<file path="src/rtl/uart_pkg.sv">
// Shared definitions for the parametrised UART: parity modes, FSM state codes
// and the parity helper used by both the transmit and receive paths.
// No ports; pure package.
package uart_pkg;

    // Parity mode encoding for the PARITY parameter
    localparam int PAR_NONE = 0;
    localparam int PAR_ODD  = 1;
    localparam int PAR_EVEN = 2;

    // Widest payload the core supports; the parity helper works at this width
    localparam int MAX_DATA_BITS = 9;

    // Transmit FSM states
    localparam logic [2:0] TX_IDLE  = 3'd0;
    localparam logic [2:0] TX_START = 3'd1;
    localparam logic [2:0] TX_DATA  = 3'd2;
    localparam logic [2:0] TX_PAR   = 3'd3;
    localparam logic [2:0] TX_STOP  = 3'd4;

    // Receive FSM states
    localparam logic [2:0] RX_IDLE  = 3'd0;
    localparam logic [2:0] RX_START = 3'd1;
    localparam logic [2:0] RX_DATA  = 3'd2;
    localparam logic [2:0] RX_PAR   = 3'd3;
    localparam logic [2:0] RX_STOP  = 3'd4;
    localparam logic [2:0] RX_BREAK = 3'd5;

    // Parity bit for a payload. Narrower payloads are zero-extended by the
    // caller, which leaves the XOR unchanged. Odd parity inverts the XOR so
    // that data plus parity bit carries an odd number of ones.
    function automatic logic parity_bit(input logic [MAX_DATA_BITS-1:0] data,
                                        input int mode);
        logic p;
        p = ^data;
        case (mode)
            PAR_ODD:  return ~p;
            PAR_EVEN: return p;
            default:  return 1'b0;
        endcase
    endfunction

endpackage

</file>
<file path="src/rtl/uart_core_param_if.sv">
// User-side bundle of the UART: valid/ready transmit request and the pulsed
// receive result with its error flags. master = byte-stream logic, slave = core.
// Ports: tx_data/tx_valid/rx_hold from master; tx_ready/tx_busy/rx_* from slave.
interface uart_core_param_if #(
    parameter int DATA_BITS = 8
);
    logic [DATA_BITS-1:0] tx_data;
    logic                 tx_valid;
    logic                 tx_ready;
    logic                 tx_busy;
    logic [DATA_BITS-1:0] rx_data;
    logic                 rx_valid;
    logic                 rx_parity_err;
    logic                 rx_frame_err;
    logic                 rx_overrun;
    logic                 rx_hold;

    modport master (
        output tx_data, tx_valid, rx_hold,
        input  tx_ready, tx_busy, rx_data, rx_valid,
               rx_parity_err, rx_frame_err, rx_overrun
    );

    modport slave (
        input  tx_data, tx_valid, rx_hold,
        output tx_ready, tx_busy, rx_data, rx_valid,
               rx_parity_err, rx_frame_err, rx_overrun
    );
endinterface

</file>
<file path="src/rtl/uart_tick_gen.sv">
// Oversample clock-enable: one-cycle tick every DIV clk cycles.
// Latency: tick is combinational from the counter; clr restarts the phase.
// Backpressure: none, free running. Ports: clk, rst, clr in; tick out.
module uart_tick_gen #(
    parameter int DIV = 27
) (
    input  logic clk,
    input  logic rst,
    input  logic clr,
    output logic tick
);
    localparam int CW = (DIV > 1) ? $clog2(DIV) : 1;

    logic [CW-1:0] cnt;

    assign tick = (cnt == CW'(DIV - 1));

    always_ff @(posedge clk) begin
        if (rst || clr) begin
            cnt <= '0;
        end else if (tick) begin
            cnt <= '0;
        end else begin
            cnt <= cnt + 1'b1;
        end
    end
endmodule

</file>
<file path="src/rtl/uart_core_param.sv">
// Single-clock UART transceiver: framed serial TX from a valid/ready byte port,
// oversampled RX to a one-cycle result pulse with parity/frame/overrun flags.
// Latency: start bit on the cycle after accept; rx_valid one cycle after the
// stop-bit sample. Backpressure: tx_ready low for the whole frame; RX cannot
// be stalled, rx_hold only flags overrun.
// Ports: clk, rst (sync, active-high); bus (slave side of uart_core_param_if);
// rx (async serial in); tx (serial out, idle high).
module uart_core_param
    import uart_pkg::*;
#(
    parameter int DIV       = 27,
    parameter int OVS       = 16,
    parameter int DATA_BITS = 8,
    parameter int PARITY    = 0,
    parameter int STOP_BITS = 1
) (
    input  logic                     clk,
    input  logic                     rst,
    uart_core_param_if.slave         bus,
    input  logic                     rx,
    output logic                     tx
);
    localparam int BT = DIV * OVS;          // clk cycles per bit
    localparam int CW = $clog2(BT);
    localparam int BW = $clog2(DATA_BITS);
    localparam int PW = $clog2(OVS);

    // ------------------------------------------------------------------
    // Transmit path. Bit timing comes from a down-counter loaded at accept,
    // so each bit is exactly BT cycles regardless of the RX tick phase.
    // ------------------------------------------------------------------
    logic [2:0]           tx_state;
    logic [CW-1:0]        tx_cnt;
    logic [DATA_BITS-1:0] tx_sh;
    logic [BW-1:0]        tx_idx;
    logic                 tx_par;
    logic                 tx_stop;
    logic                 tx_q;
    logic                 tx_rdy;

    assign tx_rdy       = (tx_state == TX_IDLE);
    assign bus.tx_ready = tx_rdy;
    assign bus.tx_busy  = ~tx_rdy;
    assign tx           = tx_q;

    always_ff @(posedge clk) begin
        if (rst) begin
            tx_state <= TX_IDLE;
            tx_cnt   <= '0;
            tx_sh    <= '0;
            tx_idx   <= '0;
            tx_par   <= 1'b0;
            tx_stop  <= 1'b0;
            tx_q     <= 1'b1;
        end else if (tx_state == TX_IDLE) begin
            if (bus.tx_valid) begin
                tx_state <= TX_START;
                tx_q     <= 1'b0;
                tx_sh    <= bus.tx_data;
                tx_par   <= parity_bit(MAX_DATA_BITS'(bus.tx_data), PARITY);
                tx_cnt   <= CW'(BT - 1);
            end
        end else if (tx_cnt != '0) begin
            tx_cnt <= tx_cnt - 1'b1;
        end else begin
            // End of the current bit time: present the next bit.
            tx_cnt <= CW'(BT - 1);
            case (tx_state)
                TX_START: begin
                    tx_state <= TX_DATA;
                    tx_q     <= tx_sh[0];
                    tx_sh    <= tx_sh >> 1;
                    tx_idx   <= '0;
                end
                TX_DATA: begin
                    if (tx_idx == BW'(DATA_BITS - 1)) begin
                        if (PARITY != PAR_NONE) begin
                            tx_state <= TX_PAR;
                            tx_q     <= tx_par;
                        end else begin
                            tx_state <= TX_STOP;
                            tx_q     <= 1'b1;
                            tx_stop  <= 1'b0;
                        end
                    end else begin
                        tx_q   <= tx_sh[0];
                        tx_sh  <= tx_sh >> 1;
                        tx_idx <= tx_idx + 1'b1;
                    end
                end
                TX_PAR: begin
                    tx_state <= TX_STOP;
                    tx_q     <= 1'b1;
                    tx_stop  <= 1'b0;
                end
                TX_STOP: begin
                    // tx stays high; ready rises the cycle after the last stop cycle
                    if (tx_stop == 1'(STOP_BITS - 1)) begin
                        tx_state <= TX_IDLE;
                    end else begin
                        tx_stop <= 1'b1;
                    end
                end
                default: begin
                    tx_state <= TX_IDLE;
                    tx_q     <= 1'b1;
                end
            endcase
        end
    end

    // ------------------------------------------------------------------
    // Receive path
    // ------------------------------------------------------------------
    logic rx_s1, rx_s2, rx_s3;   // s1/s2 synchroniser, s3 previous value for edge detect
    logic rx_fall;
    logic rx_tick;
    logic rx_tick_clr;

    always_ff @(posedge clk) begin
        if (rst) begin
            // Reset to idle level so a high line never looks like an edge
            rx_s1 <= 1'b1;
            rx_s2 <= 1'b1;
            rx_s3 <= 1'b1;
        end else begin
            rx_s1 <= rx;
            rx_s2 <= rx_s1;
            rx_s3 <= rx_s2;
        end
    end

    assign rx_fall = rx_s3 & ~rx_s2;

    logic [2:0]           rx_state;
    logic [PW-1:0]        rx_ph;
    logic [BW-1:0]        rx_idx;
    logic [DATA_BITS-1:0] rx_sh;
    logic                 rx_par_bit;
    logic [DATA_BITS-1:0] rx_data_q;
    logic                 rx_valid_q;
    logic                 rx_perr_q;
    logic                 rx_ferr_q;
    logic                 rx_ovr_q;

    // Restarting the tick divider on the start edge keeps the mid-bit
    // sample point within one clk of the ideal position.
    assign rx_tick_clr = (rx_state == RX_IDLE) && rx_fall;

    uart_tick_gen #(
        .DIV (DIV)
    ) u_tick (
        .clk  (clk),
        .rst  (rst),
        .clr  (rx_tick_clr),
        .tick (rx_tick)
    );

    always_ff @(posedge clk) begin
        if (rst) begin
            rx_state   <= RX_IDLE;
            rx_ph      <= '0;
            rx_idx     <= '0;
            rx_sh      <= '0;
            rx_par_bit <= 1'b0;
            rx_data_q  <= '0;
            rx_valid_q <= 1'b0;
            rx_perr_q  <= 1'b0;
            rx_ferr_q  <= 1'b0;
            rx_ovr_q   <= 1'b0;
        end else begin
            rx_valid_q <= 1'b0;
            if (rx_valid_q && bus.rx_hold) begin
                rx_ovr_q <= 1'b1;
            end

            case (rx_state)
                RX_IDLE: begin
                    if (rx_fall) begin
                        rx_state <= RX_START;
                        rx_ph    <= '0;
                    end
                end
                RX_START: begin
                    if (rx_tick) begin
                        if (rx_ph == PW'(OVS / 2 - 1)) begin
                            // Mid start bit: a high line means the edge was a glitch
                            rx_ph <= '0;
                            if (rx_s2) begin
                                rx_state <= RX_IDLE;
                            end else begin
                                rx_state <= RX_DATA;
                                rx_idx   <= '0;
                            end
                        end else begin
                            rx_ph <= rx_ph + 1'b1;
                        end
                    end
                end
                RX_DATA, RX_PAR, RX_STOP: begin
                    if (rx_tick) begin
                        if (rx_ph == PW'(OVS - 1)) begin
                            rx_ph <= '0;
                            if (rx_state == RX_DATA) begin
                                // LSB arrives first, so shift in from the top
                                rx_sh <= {rx_s2, rx_sh[DATA_BITS-1:1]};
                                if (rx_idx == BW'(DATA_BITS - 1)) begin
                                    rx_state <= (PARITY != PAR_NONE) ? RX_PAR : RX_STOP;
                                end else begin
                                    rx_idx <= rx_idx + 1'b1;
                                end
                            end else if (rx_state == RX_PAR) begin
                                rx_par_bit <= rx_s2;
                                rx_state   <= RX_STOP;
                            end else begin
                                rx_valid_q <= 1'b1;
                                rx_data_q  <= rx_sh;
                                rx_perr_q  <= (PARITY != PAR_NONE) &&
                                              (rx_par_bit != parity_bit(MAX_DATA_BITS'(rx_sh), PARITY));
                                rx_ferr_q  <= ~rx_s2;
                                // Line held low through the stop bit with zero data is a
                                // break; wait for it to release before looking for a start.
                                if (!rx_s2 && (rx_sh == '0)) begin
                                    rx_state <= RX_BREAK;
                                end else begin
                                    rx_state <= RX_IDLE;
                                end
                            end
                        end else begin
                            rx_ph <= rx_ph + 1'b1;
                        end
                    end
                end
                RX_BREAK: begin
                    if (rx_s2) begin
                        rx_state <= RX_IDLE;
                    end
                end
                default: rx_state <= RX_IDLE;
            endcase
        end
    end

    assign bus.rx_data       = rx_data_q;
    assign bus.rx_valid      = rx_valid_q;
    assign bus.rx_parity_err = rx_perr_q;
    assign bus.rx_frame_err  = rx_ferr_q;
    assign bus.rx_overrun    = rx_ovr_q;

endmodule

</file>
<file path="src/flat_wrapper.sv">
// flat-port wrapper written by rule: the top's interface ports become plain ports
module uart_core_param_flat import uart_pkg::*;
#(
    parameter int DIV       = 27,
    parameter int OVS       = 16,
    parameter int DATA_BITS = 8,
    parameter int PARITY    = 0,
    parameter int STOP_BITS = 1
)
  (clk, rst, rx, tx, bus_tx_data, bus_tx_valid, bus_rx_hold, bus_tx_ready, bus_tx_busy, bus_rx_data, bus_rx_valid, bus_rx_parity_err, bus_rx_frame_err, bus_rx_overrun);
  uart_core_param_if #(.DATA_BITS(DATA_BITS)) bus_i ();
  input  logic clk;
  input  logic rst;
  input  logic rx;
  output logic tx;
  input wire logic [$bits(bus_i.tx_data)-1:0] bus_tx_data;
  input wire logic [$bits(bus_i.tx_valid)-1:0] bus_tx_valid;
  input wire logic [$bits(bus_i.rx_hold)-1:0] bus_rx_hold;
  output wire logic [$bits(bus_i.tx_ready)-1:0] bus_tx_ready;
  output wire logic [$bits(bus_i.tx_busy)-1:0] bus_tx_busy;
  output wire logic [$bits(bus_i.rx_data)-1:0] bus_rx_data;
  output wire logic [$bits(bus_i.rx_valid)-1:0] bus_rx_valid;
  output wire logic [$bits(bus_i.rx_parity_err)-1:0] bus_rx_parity_err;
  output wire logic [$bits(bus_i.rx_frame_err)-1:0] bus_rx_frame_err;
  output wire logic [$bits(bus_i.rx_overrun)-1:0] bus_rx_overrun;
  assign bus_i.tx_data = bus_tx_data;
  assign bus_i.tx_valid = bus_tx_valid;
  assign bus_i.rx_hold = bus_rx_hold;
  assign bus_tx_ready = bus_i.tx_ready;
  assign bus_tx_busy = bus_i.tx_busy;
  assign bus_rx_data = bus_i.rx_data;
  assign bus_rx_valid = bus_i.rx_valid;
  assign bus_rx_parity_err = bus_i.rx_parity_err;
  assign bus_rx_frame_err = bus_i.rx_frame_err;
  assign bus_rx_overrun = bus_i.rx_overrun;
  uart_core_param #(.DIV(DIV), .OVS(OVS), .DATA_BITS(DATA_BITS), .PARITY(PARITY), .STOP_BITS(STOP_BITS)) u_core (.clk(clk), .rst(rst), .bus(bus_i), .rx(rx), .tx(tx));
endmodule
</file>
<file path="config.mk">
export PLATFORM = sky130hd
export DESIGN_NAME = uart_core_param_flat
export DESIGN_NICKNAME = d
export VERILOG_FILES = /design/src/rtl/uart_pkg.sv /design/src/rtl/uart_core_param_if.sv /design/src/rtl/uart_tick_gen.sv /design/src/rtl/uart_core_param.sv /design/src/flat_wrapper.sv
export SDC_FILE = /design/constraint.sdc
export NUM_CORES = 1
export LEC_CHECK = 0
export BUFFER_PORTS_ARGS = -buffer_cell sky130_fd_sc_hd__buf_2
export CAP_MARGIN = 20
export CORE_MARGIN = 4
export CORE_UTILIZATION = 59
export CTS_CLUSTER_DIAMETER = 120
export DETAILED_ROUTE_END_ITERATION = 10
export GPL_ROUTABILITY_DRIVEN = 0
export PLACE_DENSITY = 0.79
export SLEW_MARGIN = 15
export SYNTH_ARGS = -nofsm -noshare
export SYNTH_HDL_FRONTEND = slang
export SYNTH_SLANG_ARGS = --single-unit
</file>
<file path="constraint.sdc">
create_clock -name clk -period 2.7 [get_ports clk]
set_clock_uncertainty 0.2 [all_clocks]
set_input_delay 0.27 -clock clk [delete_from_list [all_inputs] [get_ports clk]]
set_output_delay 0.27 -clock clk [all_outputs]
set_load 0.02 [all_outputs]
</file>
==> results.py, run 1 <==
metrics = {
    "outcome": {
        "outcome": "completed",
    },
    "cts": {
        "insertion_delay_ps": 330,
        "numCtsBuffers": 9,
        "h-tree-depth": 3,
        "cts.sinks": 61,
        "cts_buffer_depth": 2,
        "cts-resized-gates": 0,
        "cts_tree": "done",
        "path_clk_slew_ps": 70,
        "clockRootBuffer": "clkbuf_8",
    },
    "critical_path": {
        "worst_setup_path_end_kind": "output pin",
        "worstPathCellList": "or3_1, clkinv_2, buf_4, buf_2",
        "slowest_delay_ps": 600,
        "cp.arrival_ps": 1890,
        "critical_path.max_fanout": 14,
        "worstRegToRegCells": 6,
        "crit_family": "simple AND/OR/NAND/NOR gates",
        "r2r_slack_ps": 410,
        "cp-start-kind": "flip-flop",
        "regToRegStartpoint": "u_core.tx_cnt[0]",
        "critPathSlowestCell": "or3_1",
        "timing.rr.end": "u_core.tx_sh[1]",
        "worstSetupPathType": "reg2out",
        "worst-path-buf-inv": 3,
        "worst-endpoint-required_ps": 2230,
    },
    "timing": {
        "hold_viol_final": 0,
        "rsz0062_at_grt": "false",
        "fin_setup_tns_ps": 0,
        "period_needed_ps": 2360,
        "fin_crit_sh": 0.875,
        "fmax_mhz": 423,
        "slew_headroom": 0.582,
        "setup-violations-final": 0,
        "tightest_slew_ps": 627,
        "maxSlewViolCount": 0,
    },
    "route": {
        "wl_per_cell_um": 14.5,
        "totalWireLength_um": 5970,
        "dr.pass1.iters": 4,
        "viasPerCell": 5.79,
        "via_count": 2379,
        "drc_errors": 0,
        "ant_nets": 0,
        "drt_iter0_markers": 222,
    },
    "synth": {
        "synth_top_flop_cell": "dfxtp_1",
        "yosys_register_bits": 61,
        "synth_commonest_cells": "dfxtp_1 (61), nor2_1 (32), mux2i_1 (30)",
        "syn_avg_cell_area_um2": 9.48,
        "ys_types": 62,
        "synthCells": 314,
        "yosysMostFrequentCell": "dfxtp_1",
        "syn_nets": 335,
        "synth_edf_count": 0,
        "synth_seq_area_share": 0.410,
        "postSynth.asyncResetShare": 0,
        "yosysTopAreaCellShare": 0.410,
        "synthTopCellsByArea": "dfxtp_1 (41%), mux2i_1 (10%), nor2_1 (4.0%), a21oi_1 (3.9%), ha_1 (3.4%)",
        "synth_area_um2": 2980,
        "yosysWarnings": 0,
        "synth_area_leader_cell": "dfxtp_1",
    },
    "die": {
        "row_count": 25,
        "initial_utilization": 0.618,
        "die_h_um": 79.0,
        "coreArea_um2": 4820,
        "die_w_um": 79.0,
        "io_pins": 28,
        "die_area_um2": 6250,
    },
    "pwr": {
        "peakVddDrop_mv": 0.452,
        "p_switching_uw": 741,
        "p_int_uw": 1630,
        "p_seq_frac": 0.457,
        "switching_share": 0.313,
        "p_leak_uw": 0.00132,
        "p_clk_frac": 0.309,
        "powerDensity_nw_per_um2": 711,
        "pwr-share-comb": 0.235,
    },
    "global_routing": {
        "grt_use_total": 0.209,
        "grt_max_degree": 31,
        "grt_pass1_vias": 2155,
        "antenna_found_initial": 0,
        "grt_pass1_wl_um": 10200,
        "overflow": 0,
    },
    "min_path": {
        "hold_end": "u_core.tx_sh[3]",
        "hold_path.class": "in2reg",
        "holdPathStages": 3,
        "worstHoldStart": "bus_tx_data[3]",
    },
    "final_layout": {
        "antenna_cells": 0,
        "final_cell_area_um2": 3330,
        "area_growth_pct": 11.8,
        "drive_gt1_frac": 0.180,
        "fillers": 366,
        "fin_nets": 361,
    },
    "placed_design": {
        "placed_cell_area_um2": 3120,
        "dp_hpwl_um": 4040,
        "io_buffers": 26,
    },
    "flow_run": {
        "max-cap-violations": 0,
    },
}
-- through the flow --
step / instances / hold slack, ps / power, uW / utilization / setup WS (ps)
finish: 411 / 109 / 2370 / 0.691 / 337
floorplan: 314 / 167 / 1560 / - / 577
CTS: 411 / 95.1 / 2380 / 0.691 / 330
global route: 411 / 120 / 2500 / 0.691 / 242
detailed placement: 393 / 189 / 1650 / 0.648 / 414
global placement: 393 / 191 / 1620 / 0.648 / 550
-- flip-flops by register name (all words and copies together), names as in the netlist, 4 cells and up --
signal / count
u_core.rx_sh: 8
u_core.tx_cnt: 9
u_core.rx_ph: 4
u_core.tx_sh: 8
u_core.u_tick.cnt: 5
u_core.bus.rx_data: 8
-- timing repair --
item | in CTS | in global routing
hold endpoints to repair | 3 | 0
buffers inserted | 0 | 0
hold buffers | 3 | 0
-- final cells by class --
cell class / count / area, um^2 / area share
well taps: 67 / 83.8 / 0.0252
clock buffers: 14 / 173 / 0.0519
inverters: 8 / 31.3 / 0.00940
flip-flops and latches: 61 / 1220 / 0.367
multi-input cells: 225 / 1610 / 0.483
clock inverters: 1 / 5.00 / 0.00150
repair buffers: 35 / 205 / 0.0617
-- how the worst max path moves through the flow --
| stage | slack (ps) | depth (start not counted) | endpoint | from |
|---|---|---|---|---|
| 3_3_place_gp | 550 | 6 | u_core.tx_sh[3] | u_core.tx_cnt[0] |
| 5_1_grt | 240 | 4 | bus_tx_ready | u_core.tx_state[2] |
| 3_5_place_dp | 410 | 6 | u_core.tx_sh[1] | u_core.tx_cnt[0] |
| 6_report | 340 | 4 | bus_tx_ready | u_core.tx_state[2] |
| 2_1_floorplan | 580 | 7 | u_core.tx_sh[7] | u_core.tx_idx[0] |
| 4_1_cts | 330 | 4 | bus_tx_ready | u_core.tx_state[2] |
-- power groups by stage --
stage | Sequential, uW | Clock [uW] | Combinational, uW
floorplan | 1050 | 0 | 504
global placement | 1090 | 0 | 534
detailed placement | 1100 | 0 | 549
CTS | 1080 | 748 | 555
global route | 1090 | 796 | 610
finish | 1080 | 730 | 555
-- worst min-delay path: stages --
cell      delay (ps)
buf_2             90
mux2i_1          120
a311oi_1         100
-- per-layer routing --
layer  up-vias  part of all wire  track usage
met5         -                 0            0
met4         0             0.014       0.0825
met3         7             0.039       0.0567
met2        42              0.46        0.325
met1      1133              0.49        0.274
li1       1197                 -            -
-- cell families (layout without fill, tap and decap cells) --
group                      after synthesis  in the layout  share of synthesized area
muxes                                   30             30                      0.101
xor gates and xnor gates                 8              8                     0.0235
AOI/OAI and AO/OA                       67             67                      0.169
other                                    1              1                    0.00126
adders and majority gates                8              8                     0.0336
DFF                                     61             61                      0.410
buffers and inverters                   28             58                     0.0513
and+or+nand+nor                        111            111                      0.210
-- cells in the final DEF (no fill, tap or decap), types with 2 or more instances in the layout --
cell type      count
a21oi_1           23
nor2_1            32
or3b_1             3
inv_2              2
a21o_1             2
nand2b_1           8
ha_1               8
a311oi_1           9
or2_1              3
dlygate4sd3_1      3
clkbuf_8          12
dfxtp_1           61
a21oi_2            4
o211ai_1           3
nor4_1             5
or4_1              4
xor2_1             2
o21ai_0            2
nand4_1            4
nand3_1           11
o22ai_1            2
clkinv_2           2
o21ai_1            3
nor3_1             7
buf_4              6
buf_2             26
nand2_1           16
mux2i_1           30
o2111ai_1          3
or3_1              3
xnor2_1            6
o21bai_1           2
inv_1              5
clkbuf_1           2
nor3b_1            3
Power figures use the tool's default switching activity.
==> run 2, diff against run 1 <==
- CORE_UTILIZATION: 59 -> 58
- SYNTH_HIERARCHICAL: not set -> 1
==> run 2 against run 1 <==
Routed wire length fell by 6.4%. Combinational power fell by 53%. Register-to-register slack got worse by 140 ps. Critical path depth rose by 3. Clock power fell by 4.1%. Non-clock buffer count rose by 7. Maximum frequency fell by 2.7%. Synthesized cell count rose by 2.2%. Largest power group unchanged. Highest routed layer unchanged.
==> results.py, run 2 <==
metrics = {
    "outcome": {
        "outcome": "completed",
    },
    "timing": {
        "slew_headroom": 0.621,
        "setup-violations-final": 0,
        "fmax_mhz": 412,
        "fin_crit_sh": 0.900,
        "fin_setup_tns_ps": 0,
        "maxSlewViolCount": 0,
        "period_needed_ps": 2430,
        "worst_hold_slack_ps": 36.1,
        "hold_viol_final": 0,
        "rsz0062_at_grt": "false",
        "tightest_slew_ps": 561,
    },
    "critical_path": {
        "crit_family": "simple AND/OR/NAND/NOR gates",
        "worstRegToRegCells": 7,
        "r2r_slack_ps": 270,
        "critPathSlowestCell": "or3_1",
        "critical_path.max_fanout": 7,
        "crit_path_start": "u_core/tx_cnt[0]",
        "worst-endpoint-required_ps": 2770,
        "worst_setup_path_end_kind": "flip-flop",
        "regToRegStartpoint": "u_core/tx_cnt[0]",
        "worst-path-buf-inv": 1,
        "worstSetupPathType": "reg2reg",
        "slowest_delay_ps": 500,
        "endpoint": "u_core/tx_idx[0]",
        "cp_num_cells": 7,
        "cp-start-kind": "flip-flop",
        "timing.rr.end": "u_core/tx_idx[0]",
        "worstPathCellList": "inv_1, ha_1, nor4b_2, nand3_1, or3_1, nand2b_1, o21ai_1",
        "cp.arrival_ps": 2500,
    },
    "placed_design": {
        "io_buffers": 26,
        "dp_hpwl_um": 3700,
    },
    "die": {
        "die_h_um": 77.5,
        "initial_utilization": 0.596,
        "die_area_um2": 6000,
        "coreArea_um2": 4690,
        "die_w_um": 77.5,
        "row_count": 25,
        "io_pins": 28,
    },
    "route": {
        "via_count": 2374,
        "totalWireLength_um": 5590,
        "wl_per_cell_um": 13.5,
        "dr.pass1.iters": 4,
        "drc_errors": 0,
        "ant_nets": 0,
        "drt_iter0_markers": 165,
        "viasPerCell": 5.73,
    },
    "cts": {
        "cts_tree": "done",
        "h-tree-depth": 3,
        "cts-resized-gates": 0,
        "insertion_delay_ps": 340,
        "cts.sinks": 61,
        "cts_buffer_depth": 2,
        "path_clk_slew_ps": 60,
        "clockRootBuffer": "clkbuf_8",
        "numCtsBuffers": 9,
    },
    "final_layout": {
        "antenna_cells": 0,
        "drive_gt1_frac": 0.153,
        "area_growth_pct": 15.1,
        "fin_util": 0.686,
        "mostFrequentLayoutCells": "dfxtp_1 (61), nor2_1 (50), nand2_1 (33), buf_2 (26), mux2i_1 (21)",
        "fin_nets": 376,
        "top_register": "u_core/tx_cnt",
        "layout_commonest_cell": "dfxtp_1",
        "largest_reg_flops": 9,
    },
    "synth": {
        "syn_nets": 342,
        "ys_types": 57,
        "synthCells": 321,
        "postSynth.asyncResetShare": 0,
        "yosysMostFrequentCell": "dfxtp_1",
        "synth_area_leader_cell": "dfxtp_1",
        "synthTopCellsByArea": "dfxtp_1 (44%), mux2i_1 (7.5%), nor2_1 (6.7%), nand2_1 (4.4%), ha_1 (3.6%)",
        "yosysTopAreaCellShare": 0.436,
        "yosys_register_bits": 61,
        "synth_edf_count": 0,
        "synth_top_flop_cell": "dfxtp_1",
        "syn_avg_cell_area_um2": 8.72,
        "yosysWarnings": 6,
        "synth_seq_area_share": 0.436,
        "synth_commonest_cells": "dfxtp_1 (61), nor2_1 (50), nand2_1 (33)",
        "synth_area_um2": 2800,
    },
    "global_routing": {
        "grt_max_degree": 30,
        "overflow": 0,
        "antenna_found_initial": 0,
        "grt_pass1_vias": 2351,
        "grt_use_total": 0.210,
        "grt_pass1_wl_um": 10000,
    },
    "min_path": {
        "hold_path.class": "in2reg",
        "holdPathStages": 3,
    },
    "pwr": {
        "peakVddDrop_mv": 0.352,
        "p_leak_uw": 0.00140,
        "power.total_uw": 1950,
        "powerDensity_nw_per_um2": 606,
    },
    "flow_run": {
        "max-cap-violations": 0,
    },
}
[run 2: changes by cell type in the layout (fill, tap and decap cells not counted), sizes merged, moves of 5 or more]
| cell | previous run | this run |
|---|---|---|
| nor2 | 32 | 50 |
| nand2 | 16 | 33 |
| a21oi | 27 | 16 |
| mux2i | 30 | 21 |
| dlygate4sd3 | 3 | 9 |
| nor4 | 7 | 1 |
| nand3 | 11 | 16 |
| nand3b | 0 | 5 |
[run 2: cell families (layout without fill, tap and decap cells)]
kind of cell	Yosys count	after routing	share of synthesized area
other	1	1	0.00134
buffers and inverters	24	63	0.0407
DFF	61	61	0.436
adders and majority gates	8	8	0.0358
and+or+nand+nor	144	144	0.252
AOI/OAI and AO/OA	58	58	0.146
xor gates and xnor gates	4	4	0.0125
muxes	21	21	0.0751
[run 2: area by class of cell]
class	count	area [um^2]
Fill cell	372	1470
Multi-Input combinational cell	236	1460
Sequential cell	61	1220
Timing Repair Buffer	42	273
Clock buffer	10	138
Tap cell	54	67.6
Clock inverter	6	38.8
Inverter	5	18.8
[run 2: how the worst min path moves through the flow]
stage	startpoint	end	slack, ps
4_1_cts	bus_tx_data[0]	u_core/tx_sh[0]	7
6_report	bus_tx_data[0]	u_core/tx_sh[0]	40
5_1_grt	bus_tx_data[0]	u_core/tx_sh[0]	50
2_1_floorplan	rx	u_core/rx_s1	170
3_3_place_gp	u_core/rx_s1	u_core/rx_s2	190
3_5_place_dp	u_core/rx_s1	u_core/rx_s2	190
[run 2: metrics by stage]
stage                     std cells  area (um^2)  setup WS [ps]
after floorplan                 321         2800            488
after global placement          389         2950            409
after detailed placement        389         2950            317
after CTS                       414         3220            302
after global routing            414         3220           17.7
final                           414         3220            271
[run 2: metal layers]
layer / share of wire / vias to the layer above / track usage
met5: 0 / - / 0
met4: 0.022 / 0 / 0.110
met1: 0.45 / 1113 / 0.229
li1: - / 1205 / -
met3: 0.042 / 11 / 0.0592
met2: 0.49 / 45 / 0.366
[run 2: power breakdown]
part           total, uW  internal [uW]  switching, uW
Clock                700            353            347
Sequential           991            947           43.6
Combinational        261            109            152
[run 2: timing repair]
action                                  4_1_cts  5_1_grt
buffers inserted                              0        0
endpoints found under the hold margin         9        0
hold buffers                                  9        0
endpoints found under the setup margin        0        0
[run 2: worst reg2reg max path, cell delays in order (launching register included)]
cell and delay [ps]:
dfxtp_1 340, inv_1 70, ha_1 200, nor4b_2 450, nand3_1 300, or3_1 500, nand2b_1 180, o21ai_1 120
==> run 3, diff against run 2 <==
- BUFFER_PORTS_ARGS: -buffer_cell sky130_fd_sc_hd__buf_2 -> -buffer_cell sky130_fd_sc_hd__clkbuf_2
==> run 3 against run 2 <==
Via count down 0.84%. Worst hold slack improved by 96 ps. Total power is 3.9% higher. Largest cell class unchanged. Largest power group unchanged. Highest routed layer unchanged.
==> results.py, run 3 (synthesized netlist as in run 2, its figures left out) <==
metrics = {
    "outcome": {
        "outcome": "completed",
    },
    "final_layout": {
        "seqCellArea_um2": 1220,
        "layout_commonest_cell": "dfxtp_1",
        "drive_gt1_frac": 0.150,
        "largest_reg_flops": 9,
        "area_growth_pct": 15.7,
        "multi_input_area_um2": 1460,
        "fillers": 360,
        "mostFrequentLayoutCells": "dfxtp_1 (61), nor2_1 (50), nand2_1 (33), clkbuf_2 (26), mux2i_1 (21)",
        "antenna_cells": 0,
        "fin_nets": 376,
        "top_register": "u_core/tx_cnt",
    },
    "flow_run": {
        "max-cap-violations": 0,
    },
    "cts": {
        "h-tree-depth": 3,
        "cts_setup_buffers": 0,
        "cts_hold_buf": 10,
        "clockRootBuffer": "clkbuf_8",
        "cts_buffer_depth": 2,
        "cts.sinks": 61,
        "cts-resized-gates": 0,
        "insertion_delay_ps": 330,
        "path_clk_slew_ps": 70,
        "cts_tree": "done",
        "numCtsBuffers": 9,
    },
    "global_routing": {
        "overflow": 0,
        "grt_pass1_wl_um": 9660,
        "grt_use_total": 0.200,
        "antenna_found_initial": 0,
        "grt_max_degree": 30,
        "grt_pass1_vias": 2286,
    },
    "timing": {
        "hold_viol_final": 0,
        "fmax_mhz": 406,
        "slew_headroom": 0.590,
        "worst_hold_slack_ps": 132,
        "maxSlewViolCount": 0,
        "fin_crit_sh": 0.912,
        "fin_setup_tns_ps": 0,
        "rsz0062_at_grt": "false",
        "tightest_slew_ps": 614,
        "period_needed_ps": 2460,
        "setup-violations-final": 0,
    },
    "pwr": {
        "switching_share": 0.272,
        "powerDensity_nw_per_um2": 627,
        "p_seq_frac": 0.489,
        "p_clk_frac": 0.380,
        "p_switching_uw": 552,
        "p_leak_uw": 0.00140,
        "peakVddDrop_mv": 0.537,
        "p_int_uw": 1480,
        "pwr-share-comb": 0.131,
    },
    "critical_path": {
        "worstSetupPathType": "reg2reg",
        "cp-start-kind": "flip-flop",
        "slowest_delay_ps": 460,
        "critical_path.max_fanout": 16,
        "worst-endpoint-required_ps": 2720,
        "critPathSlowestCell": "nor4b_2",
        "worstPathCellList": "inv_1, ha_1, nor4b_2, a31oi_2, a211oi_4, buf_4, nor2_1, a311oi_1",
        "crit_family": "compound AO/OA/AOI/OAI gates",
        "cp.arrival_ps": 2490,
        "worst_setup_path_end_kind": "flip-flop",
        "worst-path-buf-inv": 2,
    },
    "die": {
        "die_h_um": 77.5,
        "io_pins": 28,
        "initial_utilization": 0.596,
        "row_count": 25,
        "die_w_um": 77.5,
        "coreArea_um2": 4690,
        "die_area_um2": 6000,
    },
    "route": {
        "drc_errors": 0,
        "drt_iter0_markers": 121,
        "totalWireLength_um": 5540,
        "wl_per_cell_um": 13.4,
        "viasPerCell": 5.69,
        "dr.pass1.iters": 4,
        "via_count": 2354,
        "ant_nets": 0,
    },
    "min_path": {
        "hold_path.class": "in2reg",
    },
    "placed_design": {
        "dp_hpwl_um": 3640,
        "io_buffers": 26,
    },
}
-- run 3: cell types whose count changed in the layout (fill, tap and decap cells not counted) --
cell / before / now
clkinv_2: 3 / 4
clkbuf_2: 0 / 26
clkinvlp_4: 2 / 1
clkbuf_8: 10 / 9
buf_4: 7 / 6
bufinv_16: 0 / 1
dlygate4sd3_1: 9 / 10
buf_2: 26 / 0
-- run 3: final cells by class --
| cell class | count | share of cell area |
|---|---|---|
| inverters | 5 | 0.00580 |
| flip-flops and latches | 61 | 0.377 |
| repair buffers | 42 | 0.0851 |
| well taps | 54 | 0.0209 |
| clock buffers | 9 | 0.0383 |
| multi-input cells | 236 | 0.452 |
| clock inverters | 7 | 0.0205 |
-- run 3: final timing paths --
path / cells after the start / slack, ps / from / endpoint
max: 8 / 240 / u_core/tx_cnt[0] / u_core/tx_sh[0]
min: 3 / 130 / bus_tx_valid / u_core/tx_state[0]
max reg2reg: 8 / 240 / u_core/tx_cnt[0] / u_core/tx_sh[0]
min reg2reg: 1 / 220 / u_core/rx_s1 / u_core/rx_s2
-- run 3: stage by stage --
stage                     area [um^2]  instances  power (uW)  setup slack [ps]   util
after floorplan                  2800        321        1200               488      -
after global placement           2950        388        1250               412  0.628
after detailed placement         2950        388        1260               278  0.628
after CTS                        3240        414        2040               255  0.690
after global routing             3240        414        2130              34.1  0.690
final                            3240        414        2030               237  0.690
-- run 3: routing by layer --
layer / GRT usage / share of wire / vias up
li1: - / - / 1199
met5: 0 / 0 / -
met2: 0.333 / 0.48 / 58
met1: 0.230 / 0.45 / 1085
met3: 0.0719 / 0.047 / 12
met4: 0.0854 / 0.021 / 0
-- run 3: power groups by stage --
stage,clock network [uW],registers [uW],logic [uW]
CTS,793,990,260
finish,772,992,265
global route,832,998,295
floorplan,0,996,202
global placement,0,1010,240
detailed placement,0,1010,246
-- run 3: worst min-delay path, stage by stage --
cell	delay (ps)
clkbuf_2	120
nand2_1	140
a21oi_1	80
